[src/rtl/io_decimal_display.sv]
// rtl/io_decimal_display.sv - binary to 8-digit 7-segment display via sequential double-dabble
module io_decimal_display #(
  parameter bit BLANK_LEADING  = 1'b1,
  parameter bit SIGNED_DEFAULT = 1'b0
) (
  input  logic        clock,
  input  logic        reset,
  input  logic [31:0] value,
  input  logic        load,
  input  logic        signed_mode,
  output logic        busy,
  output logic        overflow,
  output logic [6:0]  hex0,
  output logic [6:0]  hex1,
  output logic [6:0]  hex2,
  output logic [6:0]  hex3,
  output logic [6:0]  hex4,
  output logic [6:0]  hex5,
  output logic [6:0]  hex6,
  output logic [6:0]  hex7
);

  localparam logic [6:0] SEG_BLANK = 7'h7F;
  localparam logic [6:0] SEG_DASH  = 7'h3F;
  localparam logic [6:0] SEG_ZERO  = 7'h40;

  typedef enum logic [1:0] {IDLE, SHIFT, PUBLISH} stateType;

  stateType    state, stateNext;
  logic [31:0] mag;
  logic        neg;
  logic [39:0] bcd;
  logic [4:0]  count;
  logic        pendValid;
  logic [31:0] pendValue;
  logic        pendSigned;
  logic [6:0]  hexReg [8];
  logic [6:0]  pubHex [8];
  logic        pubOverflow;
  logic        startConv;
  logic        consumePend;
  logic        loadDirect;
  logic [31:0] startValue;
  logic        startSigned;
  logic        startNeg;
  logic [31:0] startMag;
  logic        fits;
  logic        seenNonzero;
  logic [3:0]  digit;
  logic        unusedSignedDefault;

  assign unusedSignedDefault = SIGNED_DEFAULT;

  function automatic logic [6:0] segCode(input logic [3:0] d);
    case (d)
      4'd0:    segCode = 7'h40;
      4'd1:    segCode = 7'h79;
      4'd2:    segCode = 7'h24;
      4'd3:    segCode = 7'h30;
      4'd4:    segCode = 7'h19;
      4'd5:    segCode = 7'h12;
      4'd6:    segCode = 7'h02;
      4'd7:    segCode = 7'h78;
      4'd8:    segCode = 7'h00;
      4'd9:    segCode = 7'h10;
      default: segCode = SEG_BLANK;
    endcase
  endfunction

  // One double-dabble step: correct every nibble >= 5, then shift in the next magnitude bit
  function automatic logic [39:0] dabble(input logic [39:0] b, input logic inBit);
    logic [39:0] adj;
    logic [3:0]  nib;
    adj = '0;
    for (int i = 0; i < 10; i++) begin
      nib = b[4*i +: 4];
      if (nib >= 4'd5) nib = nib + 4'd3;
      adj[4*i +: 4] = nib;
    end
    return {adj[38:0], inBit};
  endfunction

  // Next-state and conversion-start decisions; a waiting pending value beats a fresh load at publish
  always_comb begin
    stateNext   = state;
    startConv   = 1'b0;
    consumePend = 1'b0;
    loadDirect  = 1'b0;
    startValue  = value;
    startSigned = signed_mode;
    case (state)
      IDLE: begin
        if (load) begin
          startConv  = 1'b1;
          loadDirect = 1'b1;
          stateNext  = SHIFT;
        end
      end
      SHIFT: begin
        if (count == 5'd31) stateNext = PUBLISH;
      end
      PUBLISH: begin
        if (pendValid) begin
          startConv   = 1'b1;
          consumePend = 1'b1;
          startValue  = pendValue;
          startSigned = pendSigned;
          stateNext   = SHIFT;
        end else if (load) begin
          startConv  = 1'b1;
          loadDirect = 1'b1;
          stateNext  = SHIFT;
        end else begin
          stateNext = IDLE;
        end
      end
      default: stateNext = IDLE;
    endcase
    startNeg = startSigned && startValue[31];
    startMag = startNeg ? (~startValue + 32'd1) : startValue;
  end

  // Segment image for the finished BCD value, including fit check and leading-zero blanking
  always_comb begin
    for (int i = 0; i < 8; i++) pubHex[i] = SEG_BLANK;
    fits        = neg ? (bcd[39:28] == 12'd0) : (bcd[39:32] == 8'd0);
    pubOverflow = !fits;
    seenNonzero = 1'b0;
    digit       = 4'd0;
    for (int i = 7; i >= 0; i--) begin
      digit = bcd[4*i +: 4];
      if (!fits || (neg && i == 7)) begin
        pubHex[i] = SEG_DASH;
      end else begin
        seenNonzero = seenNonzero || (digit != 4'd0);
        if (BLANK_LEADING && !seenNonzero && i != 0) pubHex[i] = SEG_BLANK;
        else                                          pubHex[i] = segCode(digit);
      end
    end
  end

  // State register
  always_ff @(posedge clock) begin
    if (!reset) state <= IDLE;
    else        state <= stateNext;
  end

  // Conversion datapath, pending slot and registered display outputs
  always_ff @(posedge clock) begin
    if (!reset) begin
      mag        <= '0;
      neg        <= 1'b0;
      bcd        <= '0;
      count      <= '0;
      busy       <= 1'b0;
      overflow   <= 1'b0;
      pendValid  <= 1'b0;
      pendValue  <= '0;
      pendSigned <= 1'b0;
      hexReg[0]  <= SEG_ZERO;
      for (int i = 1; i < 8; i++) hexReg[i] <= SEG_BLANK;
    end else begin
      if (startConv) begin
        mag   <= startMag;
        neg   <= startNeg;
        bcd   <= '0;
        count <= '0;
        busy  <= 1'b1;
      end else if (state == SHIFT) begin
        bcd   <= dabble(bcd, mag[31]);
        mag   <= {mag[30:0], 1'b0};
        count <= count + 5'd1;
      end
      if (state == PUBLISH) begin
        for (int i = 0; i < 8; i++) hexReg[i] <= pubHex[i];
        overflow <= pubOverflow;
        if (!startConv) busy <= 1'b0;
      end
      if (load && !loadDirect) begin
        pendValid  <= 1'b1;
        pendValue  <= value;
        pendSigned <= signed_mode;
      end else if (consumePend) begin
        pendValid <= 1'b0;
      end
    end
  end

  assign hex0 = hexReg[0];
  assign hex1 = hexReg[1];
  assign hex2 = hexReg[2];
  assign hex3 = hexReg[3];
  assign hex4 = hexReg[4];
  assign hex5 = hexReg[5];
  assign hex6 = hexReg[6];
  assign hex7 = hexReg[7];

endmodule
[config.mk]
export PLATFORM = sky130hd
export DESIGN_NAME = io_decimal_display
export DESIGN_NICKNAME = d
export VERILOG_FILES = /design/src/rtl/io_decimal_display.sv
export SDC_FILE = /design/constraint.sdc
export NUM_CORES = 1
export LEC_CHECK = 0
export BUFFER_PORTS_ARGS = -buffer_cell sky130_fd_sc_hd__buf_2
export CAP_MARGIN = 30
export CORE_MARGIN = 1.5
export CORE_UTILIZATION = 47
export CTS_CLUSTER_SIZE = 30
export DETAILED_ROUTE_END_ITERATION = 12
export RECOVER_POWER = 50
export SLEW_MARGIN = 20
export SYNTH_ARGS = -nofsm -noshare
export SYNTH_HDL_FRONTEND = slang
export SYNTH_SLANG_ARGS = --single-unit
export TNS_END_PERCENT = 100
[constraint.sdc]
create_clock -name clock -period 3.55 [get_ports clock]
set_input_delay 0.355 -clock clock [delete_from_list [all_inputs] [get_ports clock]]
set_output_delay 0.355 -clock clock [all_outputs]
set_load 0.01 [all_outputs]
==> Word level (Yosys, flattened, before mapping) <==
Memories as Yosys holds them, arrays and structs flattened. A register that Yosys moved wholly into a read port is not among the register bits.
Cells that the tools add are included.
{ "word_totals": {"ramBits": 56, "register_bits": 116, "output_inout_bits": 58, "in_bits": 36, "mem_count": 9, "rom_bits": 896, "wordCells": 165, "latch_bits": 0} }
{ "classes": {"n_eq_ne": 5, "div": 0, "bitwise_logic": 10, "mux": 84, "magnitude_cmp": 10, "n_addsub": 12, "n_mul": 0, "shifts": 0, "reduce_logical": 25} }
{ "memory_table": {"columns": ["name", "words", "width", "rd", "rd_clocked_by_memory_dff", "wr", "line", "source"], "rows": [
  ["(no name shown)", 16, 7, 1, 1, 0, "55", "case (d)"],
  ["(no name shown)", 16, 7, 1, 1, 0, "55", null],
  ["(no name shown)", 16, 7, 1, 1, 0, "55", null],
  ["(no name shown)", 16, 7, 1, 1, 0, "55", null],
  ["(no name shown)", 16, 7, 1, 1, 0, "55", null],
  ["(no name shown)", 16, 7, 1, 1, 0, "55", null],
  ["3 more memories", null, null, null, null, null, null, null]
]} }
{ "op_table": {"columns": ["cell", "count"], "rows": [
  ["7-bit 2-to-1 mux", 23],
  ["32-bit 2-to-1 mux", 5],
  ["4-bit 2-to-1 mux", 25],
  ["4-bit by 3-bit >= comparator with 1-bit output (second input constant)", 10],
  ["4-bit by 2-bit adder with 4-bit output (second input constant)", 9],
  ["32-bit by 1-bit adder with 32-bit output (second input constant)", 1],
  ["32-bit inverter", 1],
  ["4-bit nonzero test", 7],
  ["1-bit 2-to-1 mux", 25],
  ["12-bit zero test", 1],
  ["8-bit zero test", 1],
  ["1-bit bitwise OR", 8],
  ["1-bit logical OR", 7],
  ["2-bit one-hot mux with 3 select lines", 1],
  ["5-bit by 1-bit adder with 5-bit output (second input constant)", 1],
  ["5-bit equality test (second input constant)", 1],
  ["2-bit 2-to-1 mux", 2],
  ["2-bit != test (second input constant)", 2],
  ["1-bit one-hot mux with 2 select lines", 2],
  ["2-bit nonzero test", 2],
  ["3-bit by 2-bit adder with 3-bit output (second input constant)", 1],
  ["3-bit 2-to-1 mux", 1],
  ["2-bit by 1-bit equality test with 1-bit output (second input constant)", 1],
  ["2-bit equality test (second input constant)", 1],
  ["other kinds (6)", 8]
]} }

==> Depth between registers and ports, before layout <==
{ "logic_depth": {"depth_word": 19, "ltp_mapped": 13, "ltp_nobuf": 12} }

==> Worst setup path after synthesis <==
Ideal clock, no wire load.
{ "synth_path": {"kind": "register -> register", "from": "register state[0]", "to": "register mag[20]", "path_slack_ns": 0.362, "t_arrival_ns": 3.118, "required_ns": 3.480, "setup_time_ns": 0.070, "period_less_slack_ns": 3.188, "path_stages_with_launch": 14, "cell_sequence": "dfxtp_1 -> clkbuf_1 -> nand3b_1 -> buf_2 -> buf_2 -> buf_2 -> mux2i_1 -> ha_1 -> nor3b_1 -> a211oi_1 -> a311oi_1 -> o311ai_0 -> xor2_1 -> a21oi_1"} }
{ "synth_via": {"elab_chain_cells": 6, "word_cells_on_any_way": 12} }
{ "synth_lines": {"columns": ["element", "line", "source"], "rows": [
  ["start, declared", "29", "stateType state, stateNext;"],
  ["start signal, assigned", "145", "else state <= stateNext;"],
  ["2-bit equality test", "91", "case (state)"],
  ["32-bit 2-to-1 mux", "91", null],
  ["32-bit inverter", "120", "startMag = startNeg ? (~startValue + 32'd1) : startValue;"],
  ["32-bit by 1-bit adder with 32-bit output", "120", null],
  ["32-bit 2-to-1 mux", "120", null],
  ["32-bit 2-to-1 mux", "163", "if (startConv) begin"],
  ["end signal, assigned", "164", "mag <= startMag;"],
  ["end signal, assigned", "171", "mag <= {mag[30:0], 1'b0};"],
  ["end, declared", "30", "logic [31:0] mag;"]
]} }
Parallel ways exist; a longest one is shown, timed or not.
A chain may end at the register's enable or synchronous reset.

==> summary.txt <==
STA
  • Peak Freq: 322 MHz
  • Final period utilization: 87.5%
  • Min Hold Slack: 0.0830 ns
  • Max-slew headroom: -0.0654%
  • Final Hold Fails: 0
  • Fin crit period: 3.11 ns
  • Slew @ Worst Pin: 1.50 ns
  • Worst Skew: 0.0125 ns
  • Pins Over Slew Limit: 33
  • Total Neg Setup Slack: 0 ns
  • RSZ-0062 raised after global routing: no
  • # setup viols final: 0
  • Setup slack after layout: 0.444 ns

Routing
  • WL final: 28300 um
  • Routed vias: 9990
  • Initial DRC count: 507
  • DRC violations left: 0
  • Routed len/inst: 15.6 um
  • Vias per std cell: 5.49
  • ANT nets after route: 0
  • TritonRoute pass-1 iters: 5

Placed design
  • Dpl ws: 0.437 ns
  • Buffers on Ports: 93
  • DP Area: 0.0130 sq mm
  • Routability congestion estimate: 0.949
  • Hpwl dp: 20200 um

Synthesis
  • Synthesized instance count: 1379
  • Count of cell types in the netlist: 60
  • Syn Nets: 1486
  • Synth top area cells: dfxtp_1, edfxtp_1, ha_1
  • Top-area cell type share of the netlist area: 28.5%
  • Synth area leader: dfxtp_1
  • Syn Area/Cell: 8.77 sq um
  • Syn Std Cell Area: 0.0121 sq mm
  • Post-synthesis async set-or-reset flop share: 0%
  • Synth top cells by count: nand2_1, dfxtp_1, nor2_1, a21oi_1, ha_1
  • Count leader, synth: nand2_1
  • Synthesis-stage register bit count: 228
  • Post-synth top flop: dfxtp_1
  • EDFF count, synth: 56
  • Yosys Warn Count: 0
  • Sequential fraction of the synthesis area: 42.4%

Power
  • LEAKAGE: 5.23 nW
  • Power Density: 436 mW/mm^2
  • Pwr Total: 6.00 mW
  • VDD IR-drop max: 0.347 mV

Worst setup path
  • Crit Path Category: flop to flop
  • R2r setup slk: 0.44 ns
  • CP max-delay cell: nand2b_1
  • Worst Setup Start Kind: flop
  • Crit-path max FO: 25
  • CP peak stage delay: 0.83 ns
  • Crit-path cells: nand2b_1, buf_4, a211oi_1, a21oi_1, and2_1, inv_1, ha_1, o311a_1
  • Critical Path RT: 3.95 ns
  • Worst R2R Path Depth: 8
  • Crit. End Element: flop
  • WP data arrival: 3.51 ns
  • Reg-to-Reg Start: state[1]

Min path
  • Hold path depth: 3
  • WHS Endpoint: pendValue[15]
  • Hold wc startpoint: value[15]
  • Worst hold path type: primary input to flop

Floorplan
  • Overall die area: 0.0267 sq mm
  • Die Wd: 163 um
  • Core area: 0.0252 sq mm
  • Height of the die: 163 um
  • # IOs: 94
  • Rows: 58
  • Starting Density: 48.0%

Clock tree
  • Total CTS buffers: 25
  • Cts repair resizes: 0
  • Root Driver: clkbuf_16
  • Number of hold buffers added after CTS: 0
  • Clock Sinks: 228
  • Max H-tree Level: 1
  • Clk_lat worst skew: 0.53 ns
  • Post-CTS setup repair buffer count: 0
  • Clk pin slew, worst setup/hold paths: 0.06 ns
  • Max Root-Sink Buffers: 3
  • TritonCTS clock tree: yes

Layout
  • Final nets: 1578
  • Finished Cell Area: 0.0138 sq mm
  • # diodes: 0
  • Share of layout cells above drive strength 1: 10.0%
  • Synth-to-Final Area Change: 13.8%

Global routing
  • First-pass GRT wire length: 46300 um
  • Grt met2 use: 36.5%
  • Met3 usage: 3.28%
  • Largest net degree at the start of global routing: 53
  • GRT Util Overall: 21.3%
  • Initial antenna violation count: 1
  • GRT met1 Usage: 27.7%
  • Vias in the first global route: 9355
  • Gr busiest metal: met2
  • Congestion Overflow GR: 0

Run
  • Max Cap Violations: 1

Status
  • Status: finished with violations
  • Failing checks: capacitance limit, slew limit
[final cells by class]
type	instances	area (sq um)
Fill cell	2409	11400
Multi-Input combinational cell	1038	6540
Sequential cell	228	5120
Clock buffer	31	678
Timing Repair Buffer	131	673
Tap cell	330	413
Inverter	47	176
Clock inverter	15	159
[through the flow]
step                util, %  std cells
finish                 54.6       1820
global route           54.6       1820
CTS                    55.1       1820
detailed placement     51.7       1774
global placement       51.7       1774
floorplan                 -       1379
[critical path: cells and delay by family, from the launching register on]
kind            cells  cell delay [ns]
flops               1             0.49
fa+ha+maj           1             0.31
simple gates        2             1.05
buf+inv             2             0.41
compound gates      3             0.72
[cell families (layout without fill, tap and decap cells)]
kind of cell / after synthesis / count (layout) / synth area share [%]
compound gates: 326 / 326 / 18.3
xor+xnor: 51 / 51 / 3.69
fa+ha+maj: 71 / 71 / 7.35
buf+inv: 113 / 224 / 3.69
flops: 228 / 228 / 42.4
mux: 36 / 36 / 3.00
simple gates: 554 / 554 / 21.6
[worst max-delay path by stage]
stage / start / to / cells after the start
4_1_cts: state[1] / mag[20] / 9
6_report: state[1] / flop / 8
3_3_place_gp: state[1] / mag[20] / 9
5_1_grt: state[1] / flop / 7
3_5_place_dp: state[1] / mag[20] / 9
2_1_floorplan: state[0] / mag[20] / 13
[layout by cell type (no fill, tap or decap), drive strengths merged, types with 6 or more instances in the layout]
cell type  count
o211ai         6
nand3         39
and3           6
nand2        202
o31ai         14
clkbuf        94
buf           68
a21o           9
dfxtp        172
a21oi         95
and2          25
o311a         26
o22ai         10
xor2          19
nor2         122
clkinv         8
edfxtp        56
a22o           9
inv           48
a311oi         6
nor3b         14
nor3          27
o21ai         61
a31oi         11
mux2i         34
ha            71
o21a          12
a211oi        35
nor4          15
nand4         11
a221oi         9
xnor2         32
nand2b        45
nand3b         6
or2           27
[per-layer routing]
metal,part of all wire [%],vias to the layer above
li1,-,5074
met1,46,4642
met2,47,235
met3,5.2,37
met4,1.8,2
met5,0.032,-
[report_power, final]
part	leakage [nW]	switching [mW]	internal (mW)
clock	0.407	1.04	1.57
sequential	1.81	0.0470	2.74
combinational	3.01	0.387	0.215
Power figures use the tool's default switching activity.
